$ cat config.mk
export PLATFORM = sky130hd
export DESIGN_NAME = ps2_tx
export DESIGN_NICKNAME = d
export VERILOG_FILES = /design/src/rtl/ps2_tx.sv
export SDC_FILE = /design/constraint.sdc
export NUM_CORES = 1
export LEC_CHECK = 0
export ABC_CLOCK_PERIOD_IN_PS = 2300
export CAP_MARGIN = 15
export CORE_MARGIN = 4
export CORE_UTILIZATION = 40
export CTS_CLUSTER_DIAMETER = 80
export CTS_CLUSTER_SIZE = 24
export DETAILED_ROUTE_END_ITERATION = 8
export PLACE_DENSITY_LB_ADDON = 0.2
export SLEW_MARGIN = 20
export SYNTH_ARGS = -nofsm -noshare
export SYNTH_HDL_FRONTEND = slang
export SYNTH_SLANG_ARGS = --single-unit
$ cat constraint.sdc
create_clock -name clk -period 2.3 [get_ports clk]
set_input_delay 0.345 -clock clk [delete_from_list [all_inputs] [get_ports clk]]
set_output_delay 0.345 -clock clk [all_outputs]
set_load 0.01 [all_outputs]
$ cat src/rtl/ps2_tx.sv
// PS/2 host-to-device transmitter: clock inhibit, request-to-send, 11-bit frame
// clocked by the device, acknowledge check and a watchdog on the whole exchange.
module ps2_tx #(
    parameter int unsigned INHIBIT_CYCLES = 5000,
    parameter int unsigned TIMEOUT_CYCLES = 1000000
) (
    input  logic       clk,
    input  logic       rst_n,
    input  logic [7:0] tx_data,
    input  logic       tx_valid,
    output logic       tx_ready,
    input  logic       kbclk_in,
    input  logic       kbdata_in,
    output logic       kbclk_oe,
    output logic       kbdata_oe,
    output logic       busy,
    output logic       done,
    output logic       ack_err,
    output logic       timeout
);

    localparam int unsigned INH_W = (INHIBIT_CYCLES > 1) ? $clog2(INHIBIT_CYCLES) : 1;
    localparam int unsigned TO_W  = (TIMEOUT_CYCLES > 1) ? $clog2(TIMEOUT_CYCLES) : 1;
    localparam int unsigned BIT_W = 4;

    typedef enum logic [1:0] {IDLE, INHIBIT, SEND, WAIT_IDLE} state_t;

    state_t             state, state_nxt;
    logic [INH_W-1:0]   inh_cnt, inh_cnt_nxt;
    logic [TO_W-1:0]    to_cnt, to_cnt_nxt;
    logic [BIT_W-1:0]   bit_cnt, bit_cnt_nxt, bit_inc;
    logic [7:0]         shreg, shreg_nxt;
    logic               parity, parity_nxt;
    logic               kbclk_oe_nxt, kbdata_oe_nxt;
    logic               done_nxt, ack_err_nxt, timeout_nxt;
    logic               clk_s1, clk_s2, clk_s3;
    logic               dat_s1, dat_s2;
    logic               fall, to_expire;

    // Pad synchronizers; idle bus level is high so they reset to 1
    always_ff @(posedge clk or negedge rst_n) begin
        if (!rst_n) begin
            clk_s1 <= 1'b1;
            clk_s2 <= 1'b1;
            clk_s3 <= 1'b1;
            dat_s1 <= 1'b1;
            dat_s2 <= 1'b1;
        end else begin
            clk_s1 <= kbclk_in;
            clk_s2 <= clk_s1;
            clk_s3 <= clk_s2;
            dat_s1 <= kbdata_in;
            dat_s2 <= dat_s1;
        end
    end

    assign fall      = ~clk_s2 & clk_s3;
    assign to_expire = (to_cnt == TO_W'(TIMEOUT_CYCLES - 1));
    assign bit_inc   = bit_cnt + BIT_W'(1);
    assign tx_ready  = (state == IDLE);
    assign busy      = (state != IDLE);

    always_ff @(posedge clk or negedge rst_n) begin
        if (!rst_n) begin
            state     <= IDLE;
            inh_cnt   <= '0;
            to_cnt    <= '0;
            bit_cnt   <= '0;
            shreg     <= '0;
            parity    <= 1'b0;
            kbclk_oe  <= 1'b0;
            kbdata_oe <= 1'b0;
            done      <= 1'b0;
            ack_err   <= 1'b0;
            timeout   <= 1'b0;
        end else begin
            state     <= state_nxt;
            inh_cnt   <= inh_cnt_nxt;
            to_cnt    <= to_cnt_nxt;
            bit_cnt   <= bit_cnt_nxt;
            shreg     <= shreg_nxt;
            parity    <= parity_nxt;
            kbclk_oe  <= kbclk_oe_nxt;
            kbdata_oe <= kbdata_oe_nxt;
            done      <= done_nxt;
            ack_err   <= ack_err_nxt;
            timeout   <= timeout_nxt;
        end
    end

    // Next-state and next-output decode; the watchdog outranks any bus event
    always_comb begin
        state_nxt     = state;
        inh_cnt_nxt   = inh_cnt;
        to_cnt_nxt    = to_cnt;
        bit_cnt_nxt   = bit_cnt;
        shreg_nxt     = shreg;
        parity_nxt    = parity;
        kbclk_oe_nxt  = kbclk_oe;
        kbdata_oe_nxt = kbdata_oe;
        done_nxt      = 1'b0;
        ack_err_nxt   = 1'b0;
        timeout_nxt   = 1'b0;

        case (state)
            IDLE: begin
                kbclk_oe_nxt  = 1'b0;
                kbdata_oe_nxt = 1'b0;
                if (tx_valid) begin
                    shreg_nxt    = tx_data;
                    parity_nxt   = ~^tx_data;
                    inh_cnt_nxt  = '0;
                    kbclk_oe_nxt = 1'b1;
                    state_nxt    = INHIBIT;
                end
            end
            INHIBIT: begin
                if (inh_cnt == INH_W'(INHIBIT_CYCLES - 1)) begin
                    kbclk_oe_nxt  = 1'b0;
                    kbdata_oe_nxt = 1'b1;
                    bit_cnt_nxt   = '0;
                    to_cnt_nxt    = '0;
                    state_nxt     = SEND;
                end else begin
                    inh_cnt_nxt = inh_cnt + INH_W'(1);
                end
            end
            SEND: begin
                if (to_expire) begin
                    timeout_nxt   = 1'b1;
                    kbclk_oe_nxt  = 1'b0;
                    kbdata_oe_nxt = 1'b0;
                    state_nxt     = IDLE;
                end else begin
                    to_cnt_nxt = to_cnt + TO_W'(1);
                    if (fall) begin
                        bit_cnt_nxt = bit_inc;
                        if (bit_inc <= BIT_W'(8)) begin
                            kbdata_oe_nxt = ~shreg[0];
                            shreg_nxt     = {1'b0, shreg[7:1]};
                        end else if (bit_inc == BIT_W'(9)) begin
                            kbdata_oe_nxt = ~parity;
                        end else if (bit_inc == BIT_W'(10)) begin
                            kbdata_oe_nxt = 1'b0;
                        end else begin
                            kbdata_oe_nxt = 1'b0;
                            if (dat_s2) begin
                                ack_err_nxt = 1'b1;
                                state_nxt   = IDLE;
                            end else begin
                                state_nxt   = WAIT_IDLE;
                            end
                        end
                    end
                end
            end
            WAIT_IDLE: begin
                kbclk_oe_nxt  = 1'b0;
                kbdata_oe_nxt = 1'b0;
                if (to_expire) begin
                    timeout_nxt = 1'b1;
                    state_nxt   = IDLE;
                end else begin
                    to_cnt_nxt = to_cnt + TO_W'(1);
                    if (clk_s2 && dat_s2) begin
                        done_nxt  = 1'b1;
                        state_nxt = IDLE;
                    end
                end
            end
            default: begin
                kbclk_oe_nxt  = 1'b0;
                kbdata_oe_nxt = 1'b0;
                state_nxt     = IDLE;
            end
        endcase
    end

endmodule

==> results of run 1 <==
## metrics by stage
step           hold slack, ns  power (W)  setup WS (ns)  area, um2
2_1_floorplan         0.04941   0.002622        0.04748       3486
3_3_place_gp           0.3478   0.003172         0.1755       3889
3_5_place_dp           0.3478   0.003188         0.1285       3889
4_1_cts               0.05303   0.004393        0.08997       4140
5_1_grt               0.07311   0.004692       0.003481       4149
6_report              0.02837   0.004382         0.1225       4149
## layout make-up
| type | count | share of cell area, % |
|---|---|---|
| multi-input combinational | 281 | 45.84 |
| sequential | 58 | 35.22 |
| timing repair buffer | 41 | 8.715 |
| clock buffer | 10 | 3.317 |
| tap | 105 | 3.166 |
| clock inverter | 6 | 2.744 |
| inverter | 11 | 0.9952 |
## report_power, final
group          switching [W]  total (W)  internal [W]
clock               0.000435    0.00118      0.000750
sequential          0.000177    0.00139       0.00121
combinational        0.00103    0.00181      0.000775
## kinds of logic after synthesis
logic type	share of synthesized area (%)
xor gates and xnor gates	4.020
adders and majority gates	3.230
and+or+nand+nor	24.66
muxes	1.472
AOI/OAI and AO/OA	20.82
buffers and inverters	3.984
DFF	41.82
## timing repair
| item | in CTS | in global routing |
|---|---|---|
| gates cloned | 0 | 0 |
| pin swaps | 0 | 0 |
| hold endpoints to repair | 0 | 0 |
| setup buffers | 0 | 0 |
| endpoints found under the setup margin | 1 | 10 |
| gates resized for setup | 2 | 4 |
## cell usage in the layout (no fill, tap or decap), types with 3 or more instances in the layout
cell type,count
sky130_fd_sc_hd__a21oi_1,8
sky130_fd_sc_hd__a31oi_1,10
sky130_fd_sc_hd__a32oi_1,3
sky130_fd_sc_hd__and3_1,5
sky130_fd_sc_hd__and3b_1,3
sky130_fd_sc_hd__and4_1,5
sky130_fd_sc_hd__buf_4,21
sky130_fd_sc_hd__bufinv_16,3
sky130_fd_sc_hd__clkbuf_8,10
sky130_fd_sc_hd__clkdlybuf4s50_1,17
sky130_fd_sc_hd__dfrtp_1,50
sky130_fd_sc_hd__dfrtp_2,3
sky130_fd_sc_hd__dfstp_2,5
sky130_fd_sc_hd__ha_1,8
sky130_fd_sc_hd__inv_1,11
sky130_fd_sc_hd__mux2i_1,4
sky130_fd_sc_hd__nand2_1,31
sky130_fd_sc_hd__nand2b_1,3
sky130_fd_sc_hd__nand3_1,22
sky130_fd_sc_hd__nand4_1,11
sky130_fd_sc_hd__nor2_1,31
sky130_fd_sc_hd__nor2b_1,4
sky130_fd_sc_hd__nor3_1,10
sky130_fd_sc_hd__nor4_1,4
sky130_fd_sc_hd__nor4bb_1,3
sky130_fd_sc_hd__o21ai_0,10
sky130_fd_sc_hd__o21ai_1,4
sky130_fd_sc_hd__o221a_2,7
sky130_fd_sc_hd__o22ai_1,3
sky130_fd_sc_hd__o31ai_1,24
sky130_fd_sc_hd__o31ai_2,6
sky130_fd_sc_hd__or3_1,10
sky130_fd_sc_hd__xnor2_1,8
sky130_fd_sc_hd__xor2_1,8
## registers in the layout (all words and copies together) (netlist names)
signal	cells
dat_s2	1
done	1
shreg	8
timeout	1
clk_s3	1
to_cnt	20
kbclk_oe	1
kbdata_oe	1
bit_cnt	4
dat_s1	1
parity	1
inh_cnt	13
ack_err	1
clk_s2	1
state	2
clk_s1	1
## per-layer routing
metal | up-vias | wire length, um | share of wire [%] | GRT usage (%)
li1 | 1468 | - | - | -
met1 | 1412 | 4083 | 50 | 24.88
met2 | 75 | 3611 | 44 | 24.35
met3 | 8 | 372 | 4.5 | 3.788
met4 | 0 | 121 | 1.5 | 6.033
met5 | - | 0 | 0 | 0
## path summary, 6_finish.rpt
kind                       depth (start not counted)         end
max                                                4    tx_ready
min                                                1  to_cnt[16]
max reg2reg                                        6    shreg[0]
min reg2reg                                        0      clk_s2
max in group asynchronous                          2      dat_s1
min in group clk                                   0      clk_s2
==> impl_metrics.xml, run 1 <==
<?xml version="1.0" encoding="UTF-8"?>
<metrics>
  <group name="synthesis">
    <metric name="synth.ff_latch_count" unit="">58</metric>
    <metric name="synth-edff-count" unit="">0</metric>
    <metric name="post_synth_num_cell_types" unit="">59</metric>
    <metric name="synthesis.area" unit="um2">3486</metric>
    <metric name="netlist.area_leader.share" unit="%">38.05</metric>
    <metric name="synth-seq-area-share" unit="%">41.82</metric>
    <metric name="synth_async_sr_flop_share" unit="%">100.0</metric>
    <metric name="synth_top_area_cell" unit="">sky130_fd_sc_hd__dfrtp_1</metric>
    <metric name="synth_ff_type" unit="">sky130_fd_sc_hd__dfrtp_1</metric>
    <metric name="synth_fp_nets" unit="">393</metric>
    <metric name="synthMostInstantiatedCell" unit="">sky130_fd_sc_hd__dfrtp_1</metric>
    <metric name="synthCells" unit="">371</metric>
    <metric name="synthesis_warnings" unit="">0</metric>
    <metric name="synth_top_cells_by_area" unit="">sky130_fd_sc_hd__dfrtp_1, sky130_fd_sc_hd__o31ai_1, sky130_fd_sc_hd__dfstp_2</metric>
    <metric name="average_cell_area_after_synthesis" unit="um2">9.396</metric>
    <metric name="synth_top_cells_by_count" unit="">sky130_fd_sc_hd__dfrtp_1, sky130_fd_sc_hd__nand2_1, sky130_fd_sc_hd__nor2_1, sky130_fd_sc_hd__o31ai_1, sky130_fd_sc_hd__nand3_1</metric>
  </group>
  <group name="global_route">
    <metric name="grt_max_degree" unit="">32</metric>
    <metric name="first_pass_grt_wire_length" unit="mm">13.87</metric>
    <metric name="grtUsageTotal" unit="%">16.92</metric>
    <metric name="overflow_left_after_global_routing" unit="">0</metric>
    <metric name="via_count_of_the_first_global_routing_pass" unit="">2843</metric>
    <metric name="initial_antenna_violation_count" unit="">0</metric>
  </group>
  <group name="timing">
    <metric name="setup_repair_after_global_routing_missed_its_margin" unit="">false</metric>
    <metric name="timing.final.hold_violations" unit="">0</metric>
    <metric name="maxSlewViolCount" unit="">0</metric>
    <metric name="fin_crit" unit="ns">2.178</metric>
    <metric name="slew_headroom" unit="%">55.04</metric>
    <metric name="fin_setup_tns" unit="ns">0</metric>
    <metric name="finalSetupViolations" unit="">0</metric>
    <metric name="finalCritPeriodShare" unit="%">94.68</metric>
    <metric name="worst_slew_pin_slew" unit="ns">0.6745</metric>
    <metric name="timing.clock.skew" unit="ns">0.01206</metric>
    <metric name="fmax" unit="GHz">0.4592</metric>
  </group>
  <group name="layout">
    <metric name="insertedDiodeCount" unit="">0</metric>
    <metric name="final_cells" unit="">512</metric>
    <metric name="post_route_cells_drive_above_1_share" unit="%">17.69</metric>
    <metric name="area_used_by_multi_input_combinational_logic" unit="um2">1902</metric>
    <metric name="regArea" unit="um2">1461</metric>
    <metric name="fillers" unit="">768</metric>
    <metric name="final_core_utilization" unit="%">49.75</metric>
    <metric name="syn2layout_area_growth" unit="%">19.02</metric>
    <metric name="final_net_count" unit="">424</metric>
  </group>
  <group name="place">
    <metric name="dpl.cell_count" unit="">496</metric>
    <metric name="routabilityCongestion" unit="">0.9078</metric>
    <metric name="dpl.hpwl" unit="mm">5.748</metric>
    <metric name="port_buffers" unit="">19</metric>
  </group>
  <group name="clock_network">
    <metric name="cts.htree.levels" unit="">3</metric>
    <metric name="clk_lat_worst_skew" unit="ns">0.34</metric>
    <metric name="hold_buffer_count_at_cts" unit="">0</metric>
    <metric name="cts_made_buffers" unit="">9</metric>
    <metric name="tritoncts" unit="">built</metric>
    <metric name="clock_tree.buffer_depth" unit="">2</metric>
    <metric name="ctsRootBufferMaster" unit="">sky130_fd_sc_hd__clkbuf_8</metric>
    <metric name="worst_setup_hold_path_clk_slew" unit="ns">0.07</metric>
    <metric name="numClockSinks" unit="">58</metric>
  </group>
  <group name="setup_path">
    <metric name="rr_startpoint" unit="">bit_cnt[1]</metric>
    <metric name="critical_path.max_stage_delay" unit="ns">0.55</metric>
    <metric name="critical_path.startpoint_type" unit="">register</metric>
    <metric name="path_buf_inv" unit="">3</metric>
    <metric name="crit_required" unit="ns">1.96</metric>
    <metric name="arrival" unit="ns">1.83</metric>
    <metric name="largest_delay_contributor_family_on_the_critical_path" unit="">buffers and inverters</metric>
    <metric name="worst_setup_path_end_kind" unit="">primary output</metric>
    <metric name="setup.worst_path.class" unit="">reg2out</metric>
    <metric name="cp_max_fo" unit="">8</metric>
    <metric name="path_cells" unit="">inv_1 &gt; ha_1 &gt; buf_4 &gt; clkdlybuf4s50_1</metric>
    <metric name="setup.reg_to_reg.worst_slack" unit="ns">0.14</metric>
    <metric name="crit_path_start" unit="">state[1]</metric>
    <metric name="cp_slowest_cell" unit="">sky130_fd_sc_hd__clkdlybuf4s50_1</metric>
  </group>
  <group name="routing">
    <metric name="detail_route.first_pass.iterations" unit="">5</metric>
    <metric name="route.detailed.drc" unit="">0</metric>
    <metric name="wire_per_inst" unit="um">15.99</metric>
    <metric name="first_iter_violations" unit="">235</metric>
    <metric name="ant_nets" unit="">0</metric>
    <metric name="wirelength" unit="mm">8.189</metric>
    <metric name="via_per_inst" unit="">5.787</metric>
    <metric name="via_count" unit="">2963</metric>
  </group>
  <group name="status">
    <metric name="outcome" unit="">complete, no violations</metric>
  </group>
  <group name="flow_run">
    <metric name="timing.max_cap.violations" unit="">0</metric>
  </group>
  <group name="die">
    <metric name="std_cell_rows" unit="">33</metric>
    <metric name="floorplan.die.width" unit="um">101.4</metric>
    <metric name="floorplan.die_area" unit="um2">10270</metric>
    <metric name="fp.coreArea" unit="um2">8341</metric>
    <metric name="die-height" unit="um">101.4</metric>
    <metric name="io-pin-count" unit="">20</metric>
    <metric name="floorplan.initialDensity" unit="%">41.79</metric>
  </group>
  <group name="hold_path">
    <metric name="holdCritPathClass" unit="">in2async</metric>
  </group>
  <group name="power_and_ir_drop">
    <metric name="power_density_cells" unit="nW/um2">1056</metric>
    <metric name="leakagePower" unit="nW">1.679</metric>
    <metric name="worst_ir_drop_vdd" unit="mV">0.4353</metric>
  </group>
</metrics>
Power figures use the tool's default switching activity.
==> inputs of run 2 (changes only) <==
--- a/config.mk
+++ b/config.mk
@@ -5,6 +5,7 @@
 export SDC_FILE = /design/constraint.sdc
 export NUM_CORES = 1
 export LEC_CHECK = 0
+export ABC_AREA = 1
 export ABC_CLOCK_PERIOD_IN_PS = 2300
 export CAP_MARGIN = 15
 export CORE_MARGIN = 4
==> impl_metrics.xml, run 2 <==
<?xml version="1.0" encoding="UTF-8"?>
<metrics>
  <group name="synthesis">
    <metric name="synthesis.area" unit="um2">3588</metric>
    <metric name="synthCells" unit="">475</metric>
    <metric name="netlist.area_leader.share" unit="%">36.96</metric>
    <metric name="synth.ff_latch_count" unit="">58</metric>
    <metric name="synthMostInstantiatedCell" unit="">sky130_fd_sc_hd__nand2_1</metric>
    <metric name="synth-edff-count" unit="">0</metric>
    <metric name="synthesis_warnings" unit="">0</metric>
    <metric name="post_synth_num_cell_types" unit="">37</metric>
    <metric name="synth_fp_nets" unit="">497</metric>
    <metric name="synth_ff_type" unit="">sky130_fd_sc_hd__dfrtp_1</metric>
    <metric name="average_cell_area_after_synthesis" unit="um2">7.555</metric>
    <metric name="synth_top_cells_by_count" unit="">sky130_fd_sc_hd__nand2_1, sky130_fd_sc_hd__dfrtp_1, sky130_fd_sc_hd__nand3_1, sky130_fd_sc_hd__inv_1, sky130_fd_sc_hd__nor2_1</metric>
    <metric name="synth_async_sr_flop_share" unit="%">100.0</metric>
    <metric name="synth-seq-area-share" unit="%">40.62</metric>
    <metric name="synth_top_cells_by_area" unit="">sky130_fd_sc_hd__dfrtp_1, sky130_fd_sc_hd__nand2_1, sky130_fd_sc_hd__nand3_1</metric>
    <metric name="synth_top_area_cell" unit="">sky130_fd_sc_hd__dfrtp_1</metric>
  </group>
  <group name="global_route">
    <metric name="grtUsageTotal" unit="%">16.64</metric>
    <metric name="first_pass_grt_wire_length" unit="mm">13.84</metric>
    <metric name="initial_antenna_violation_count" unit="">0</metric>
    <metric name="via_count_of_the_first_global_routing_pass" unit="">2920</metric>
    <metric name="grt_max_degree" unit="">59</metric>
    <metric name="overflow_left_after_global_routing" unit="">0</metric>
  </group>
  <group name="hold_path">
    <metric name="holdCritPathClass" unit="">in2async</metric>
  </group>
  <group name="timing">
    <metric name="worst_slack" unit="ns">0.1533</metric>
    <metric name="finalCritPeriodShare" unit="%">93.33</metric>
    <metric name="maxSlewViolCount" unit="">0</metric>
    <metric name="timing.final.hold_violations" unit="">0</metric>
    <metric name="hold_ws" unit="ns">0.009749</metric>
    <metric name="fin_crit" unit="ns">2.147</metric>
    <metric name="fmax" unit="GHz">0.4658</metric>
    <metric name="timing.clock.skew" unit="ns">0.01842</metric>
    <metric name="setup_repair_after_global_routing_missed_its_margin" unit="">false</metric>
    <metric name="finalSetupViolations" unit="">0</metric>
    <metric name="slew_headroom" unit="%">64.03</metric>
    <metric name="worst_slew_pin_slew" unit="ns">0.5396</metric>
    <metric name="fin_setup_tns" unit="ns">0</metric>
  </group>
  <group name="layout">
    <metric name="insertedDiodeCount" unit="">0</metric>
    <metric name="layout.cells.most_common_list" unit="">sky130_fd_sc_hd__nand2_1, sky130_fd_sc_hd__dfrtp_1, sky130_fd_sc_hd__nand3_1</metric>
    <metric name="post-route-cell-area" unit="um2">4119</metric>
    <metric name="final_net_count" unit="">525</metric>
    <metric name="biggestRegsByFlops" unit="">to_cnt x20, inh_cnt x13, shreg x8</metric>
    <metric name="fillers" unit="">850</metric>
    <metric name="max_flop_register" unit="">to_cnt</metric>
    <metric name="largest_register_ffs" unit="">20</metric>
    <metric name="post_route_cells_drive_above_1_share" unit="%">11.22</metric>
    <metric name="regArea" unit="um2">1459</metric>
    <metric name="syn2layout_area_growth" unit="%">14.78</metric>
    <metric name="area_used_by_multi_input_combinational_logic" unit="um2">1869</metric>
    <metric name="mostFrequentLayoutCell" unit="">sky130_fd_sc_hd__nand2_1</metric>
    <metric name="final_core_utilization" unit="%">47.23</metric>
  </group>
  <group name="setup_path">
    <metric name="crit_required" unit="ns">1.96</metric>
    <metric name="setup.worst_path.class" unit="">reg2out</metric>
    <metric name="cp_slowest_cell" unit="">sky130_fd_sc_hd__clkdlybuf4s50_1</metric>
    <metric name="worst_setup_path_end_kind" unit="">primary output</metric>
    <metric name="critical_path.startpoint_type" unit="">register</metric>
    <metric name="critical_path.most_common_cell" unit="">sky130_fd_sc_hd__inv_1</metric>
    <metric name="arrival" unit="ns">1.80</metric>
    <metric name="path_cells" unit="">inv_1 &gt; ha_1 &gt; inv_1 &gt; clkdlybuf4s50_1</metric>
    <metric name="critical_path.max_stage_delay" unit="ns">0.57</metric>
    <metric name="largest_delay_contributor_family_on_the_critical_path" unit="">buffers and inverters</metric>
    <metric name="path_buf_inv" unit="">3</metric>
    <metric name="cp_max_fo" unit="">5</metric>
  </group>
  <group name="routing">
    <metric name="first_iter_violations" unit="">186</metric>
    <metric name="wirelength" unit="mm">8.259</metric>
    <metric name="route.detailed.drc" unit="">0</metric>
    <metric name="via_count" unit="">3113</metric>
    <metric name="detail_route.first_pass.iterations" unit="">5</metric>
    <metric name="ant_nets" unit="">0</metric>
    <metric name="via_per_inst" unit="">5.054</metric>
    <metric name="wire_per_inst" unit="um">13.41</metric>
  </group>
  <group name="power_and_ir_drop">
    <metric name="p_int" unit="W">0.002315</metric>
    <metric name="netSwitchingPower" unit="W">0.001560</metric>
    <metric name="leakagePower" unit="nW">1.808</metric>
    <metric name="power.clock.fraction" unit="%">24.7</metric>
    <metric name="power.share.switching" unit="%">40.26</metric>
    <metric name="pwr-share-seq" unit="%">34.2</metric>
    <metric name="share_comb_of_total_power" unit="%">41.0</metric>
    <metric name="power_density_cells" unit="nW/um2">940.6</metric>
    <metric name="worst_ir_drop_vdd" unit="mV">0.5089</metric>
  </group>
  <group name="die">
    <metric name="fp.coreArea" unit="um2">8721</metric>
    <metric name="floorplan.die.width" unit="um">102.7</metric>
    <metric name="floorplan.die_area" unit="um2">10550</metric>
    <metric name="std_cell_rows" unit="">34</metric>
    <metric name="floorplan.initialDensity" unit="%">41.15</metric>
    <metric name="io-pin-count" unit="">20</metric>
    <metric name="die-height" unit="um">102.7</metric>
  </group>
  <group name="clock_network">
    <metric name="clock_tree.buffer_depth" unit="">2</metric>
    <metric name="hold_buffer_count_at_cts" unit="">0</metric>
    <metric name="tritoncts" unit="">built</metric>
    <metric name="numClockSinks" unit="">58</metric>
    <metric name="worst_setup_hold_path_clk_slew" unit="ns">0.08</metric>
    <metric name="cts.htree.levels" unit="">3</metric>
    <metric name="cts_made_buffers" unit="">9</metric>
    <metric name="ctsRootBufferMaster" unit="">sky130_fd_sc_hd__clkbuf_8</metric>
    <metric name="clk_lat_worst_skew" unit="ns">0.34</metric>
  </group>
  <group name="place">
    <metric name="dpl_cell_area" unit="um2">3880</metric>
    <metric name="routabilityCongestion" unit="">0.9266</metric>
    <metric name="port_buffers" unit="">19</metric>
    <metric name="dpl.hpwl" unit="mm">5.840</metric>
    <metric name="dpl_worst_slack" unit="ns">0.01880</metric>
  </group>
  <group name="flow_run">
    <metric name="timing.max_cap.violations" unit="">0</metric>
  </group>
  <group name="status">
    <metric name="outcome" unit="">complete, no violations</metric>
  </group>
</metrics>
## run 2: cell types whose count changed after synthesis, moves of 14 or more
cell                       before  now
sky130_fd_sc_hd__clkbuf_1      15    1
sky130_fd_sc_hd__inv_1         11   41
sky130_fd_sc_hd__o21ai_1        5   27
sky130_fd_sc_hd__nand3_1       22   51
sky130_fd_sc_hd__o31ai_1       24    0
sky130_fd_sc_hd__nand2_1       31  131
## run 2: cell type report
type	instances	area share, %
flip-flops and latches	58	35.42
inverters	49	4.465
well taps	108	3.281
repair buffers	29	6.622
clock inverters	3	0.9721
multi-input cells	356	45.38
clock buffers	13	3.858
## run 2: metal layers
layer / vias to the layer above / part of all wire, % / track usage [%] / wire, um
met5: - / 0 / 0 / 0
met3: 7 / 5.7 / 3.045 / 469
li1: 1602 / - / - / -
met4: 0 / 0.80 / 5.752 / 66
met1: 1420 / 49 / 23.48 / 4029
met2: 84 / 45 / 25.72 / 3694
## run 2: stage by stage
| step | total power, W | std cells |
|---|---|---|
| 3_3_place_gp | 0.002812 | 595 |
| 2_1_floorplan | 0.002472 | 475 |
| 4_1_cts | 0.003805 | 611 |
| 5_1_grt | 0.004167 | 616 |
| 6_report | 0.003874 | 616 |
| 3_5_place_dp | 0.002832 | 595 |
## run 2: worst reg2reg max path, delay by kind of cell (launching register included)
family | cells | cell delay (ns)
AOI/OAI and AO/OA | 2 | 0.34
and+or+nand+nor | 5 | 0.59
adders and majority gates | 1 | 0.27
DFF | 1 | 0.39
buffers and inverters | 2 | 0.33
## run 2: repair_timing
item                                    CTS  global route
gates resized for setup                   0             1
hold endpoints to repair                  0             0
endpoints found under the setup margin    0            14
setup buffers                             0             4
## run 2: cells by family (layout without fill, tap and decap cells)
kind of cell	after synthesis	in the layout	share of synthesized area, %
AOI/OAI and AO/OA	49	50	7.497
xor gates and xnor gates	23	23	5.614
adders and majority gates	9	9	3.138
buffers and inverters	62	94	7.531
DFF	58	58	40.62
muxes	7	7	1.953
and+or+nand+nor	267	267	33.65
## run 2: path summary, 6_finish.rpt
check                            from          to  slack [ns]  cells after the start
setup / recovery             state[0]        busy        0.15                      4
hold / removal                  rst_n  inh_cnt[7]        0.01                      2
setup reg to reg           inh_cnt[0]  to_cnt[10]        0.26                     10
hold reg to reg                clk_s1      clk_s2        0.36                      0
max in group asynchronous       rst_n      clk_s2        1.98                      2
min in group clk               clk_s1      clk_s2        0.36                      0
## run 2: power groups by stage
stage / logic, W / clock network [W] / registers [W]
3_3_place_gp: 0.00147 / 0 / 0.00134
2_1_floorplan: 0.00115 / 0 / 0.00132
3_5_place_dp: 0.00149 / 0 / 0.00134
6_report: 0.00159 / 0.000957 / 0.00133
5_1_grt: 0.00179 / 0.00102 / 0.00135
4_1_cts: 0.00149 / 0.000985 / 0.00133
==> edit: new RTL, flow settings as in run 2 <==
Reset style: synchronous (`rst_n`), changed in 2 clocked blocks.
--- a/src/rtl/ps2_tx.sv
+++ b/src/rtl/ps2_tx.sv
@@ -38,7 +38,7 @@
     logic               fall, to_expire;
 
     // Pad synchronizers; idle bus level is high so they reset to 1
-    always_ff @(posedge clk or negedge rst_n) begin
+    always_ff @(posedge clk) begin
         if (!rst_n) begin
             clk_s1 <= 1'b1;
             clk_s2 <= 1'b1;
@@ -60,7 +60,7 @@
     assign tx_ready  = (state == IDLE);
     assign busy      = (state != IDLE);
 
-    always_ff @(posedge clk or negedge rst_n) begin
+    always_ff @(posedge clk) begin
         if (!rst_n) begin
             state     <= IDLE;
             inh_cnt   <= '0;
Function: differs if rst_n is asserted again (counterexample within 4 cycles, from zero or initial values and one cycle with rst_n low); with rst_n held inactive, the same outputs for 10 cycles.
==> edit against run 2 <==
- first-iteration DRC count down 30%
- critical path depth unchanged
- total power down 6.9%
- utilization down 0.59 points
- sequential cell count unchanged
- synthesized area up 0.10%
- setup slack worse by 0.037 ns
- sequential share of layout area down 6.8 points
- fmax down 1.7%
- final area down 1.2%
- synthesized cell count up 11%
- wire length up 1.4%
- largest cell class unchanged
- largest power group unchanged
==> edit: results (changes against run 2) <==
The slack of the worst reg-to-reg path came to 0.23 ns (-0.03 ns). The count of placed standard cells including taps is 649 (+9.1%). The worst register-to-register path begins at inh_cnt[0]. The sum of net half-perimeters after detailed placement is 5975 um (+2.3%). The net count reported at finish came out at 578 (+10%). The run finished with clean final reports. The peak supply drop is 0.0003895 V (-23%).

The clock transition at the registers of the reported paths was 0.06 ns (-0.02 ns). The number of nets in the synthesized netlist is 552 (+11%). The proportion of layout cells with a drive suffix above 1 came out at 0.1219 (+0.009659). The via count of the first global-routing pass came out at 3085 (+5.7%).

The depth of the worst register-to-register path is 9 (-1). The final weighted congestion in routability-driven placement came out at 0.8494 (-8.3%). The final worst clock skew came to 0.006262 ns (-0.01216 ns).

The count of routing violations after the opening detailed-route iteration is 131 (-30%). The leakage power figure is 1.563 nW (-14%). The worst hold path begins at dat_s1. The xor/xnor share of the synthesized area came to 0.07315 (+0.01701). The share of the yosys chip area belonging to registers came to 0.3232 (-0.08297).

The distinct cell type count of the synthesized netlist came out at 36 (-2.7%). Sorting the synthesized cells by how often they occur yields 127 x nand2_1, 73 x nor2_1, 58 x dfxtp_1. The number of buffers added by the clock tree synthesis step came to 9 (unchanged). The largest registers in the layout are to_cnt x20, inh_cnt x13, shreg x8.

The post-synthesis mux area share came out at 0 (-0.01953). The path class of the tightest hold or removal check is flop to flop. The mean instance size in the synthesized netlist is 6.791 um^2 (-10%). The largest net degree at the start of global routing came out at 22 (-63%).

The number of standard cells in the final layout excluding fillers came out at 666 (+8.1%). The routed wire length is 8374 um (+1.4%). The number of enable-type register cells in the synthesized netlist came out at 0 (unchanged). The total of fill cells in the finished design is 914 (+7.5%).

The initial antenna violation count came out at 0 (unchanged). By area the synthesized netlist is led by dfxtp_1 32%, nand2_1 13%, nor2_1 7.6%, inv_1 5.2%, nand3_1 5.0%. The first-pass GRT wire length came out at 14150 um (+2.2%).

The routed via count divided by cell count was 4.989 (-1.3%). The fraction of synthesis flops using an asynchronous set or reset pin is 0 (-1.000). In this run the critical register-to-register path is captured at to_cnt[13]. Among all flip-flop cells after synthesis, the most frequent one is dfxtp_1.

The fraction of the mapped netlist area in compound gates was 0.1104 (+0.03545). The area share of fa/ha/maj cells after synthesis came to 0.03483 (+0.003450). The total iterations of the first detailed-routing run was 5 (unchanged). The headroom to the max-slew limit is 0.6758 (+0.03551). The global-route usage over all layers came out at 0.1671 (+0.0006579).
[edit: cells by family after synthesis]
| kind of cell | count (synthesis) |
|---|---|
| DFF | 58 |
| and+or+nand+nor | 292 |
| AOI/OAI and AO/OA | 66 |
| buffers and inverters | 73 |
| xor gates and xnor gates | 30 |
| adders and majority gates | 10 |
[edit: area by class of cell]
| class | count | area, um^2 | share of cell area |
|---|---|---|---|
| sequential | 58 | 1162 | 0.2858 |
| clock buffer | 11 | 141.4 | 0.03476 |
| multi-input combinational | 399 | 2107 | 0.5180 |
| timing repair buffer | 34 | 302.8 | 0.07444 |
| tap | 108 | 135.1 | 0.03322 |
| clock inverter | 3 | 17.52 | 0.004306 |
| inverter | 53 | 201.4 | 0.04952 |
[edit: layer usage]
metal  share of wire  wire length (um)  vias to the layer above  global-route usage
met2            0.45              3758                       57              0.2661
met3           0.032               269                       14             0.02639
met4           0.019               155                        0             0.06076
met1            0.50              4191                     1518              0.2291
met5               0                 0                        -                   0
li1                -                 -                     1734                   -
[edit: what timing repair did]
action,in CTS,in global routing
endpoints found under the setup margin,0,23
resized for setup,0,1
endpoints found under the hold margin,0,0
setup buffers,0,2
[edit: how the worst max path moves through the flow]
stage / cells past startpoint / end / from / slack (ns)
6_report: 4 / busy / state[0] / 0.12
5_1_grt: 10 / to_cnt[19] / inh_cnt[0] / -0.002
4_1_cts: 4 / busy / state[1] / 0.05
3_5_place_dp: 10 / to_cnt[0] / inh_cnt[0] / 0.07
3_3_place_gp: 10 / to_cnt[0] / inh_cnt[0] / 0.12
2_1_floorplan: 12 / to_cnt[19] / state[0] / 0.43
[edit: report_power, final]
group | internal, W | switching, W | leakage [nW]
Sequential | 0.00115 | 0.0000950 | 0.472
Combinational | 0.000529 | 0.00102 | 1.01
Clock | 0.000405 | 0.000403 | 0.0810
[edit: metrics by stage]
stage	util	setup WS (ns)	area [um^2]	hold slack, ns
2_1_floorplan	-	0.4291	3592	0.3925
3_3_place_gp	0.4456	0.1203	3886	0.3949
3_5_place_dp	0.4456	0.07260	3886	0.4021
4_1_cts	0.4638	0.05245	4045	0.4180
5_1_grt	0.4664	-0.002049	4068	0.4270
6_report	0.4664	0.1162	4068	0.4157
[edit: worst max-delay path, stage by stage, from the launching register on]
cell and delay [ns]:
dfxtp_1 0.40, inv_1 0.11, ha_1 0.27, inv_1 0.17, clkdlybuf4s50_1 0.56
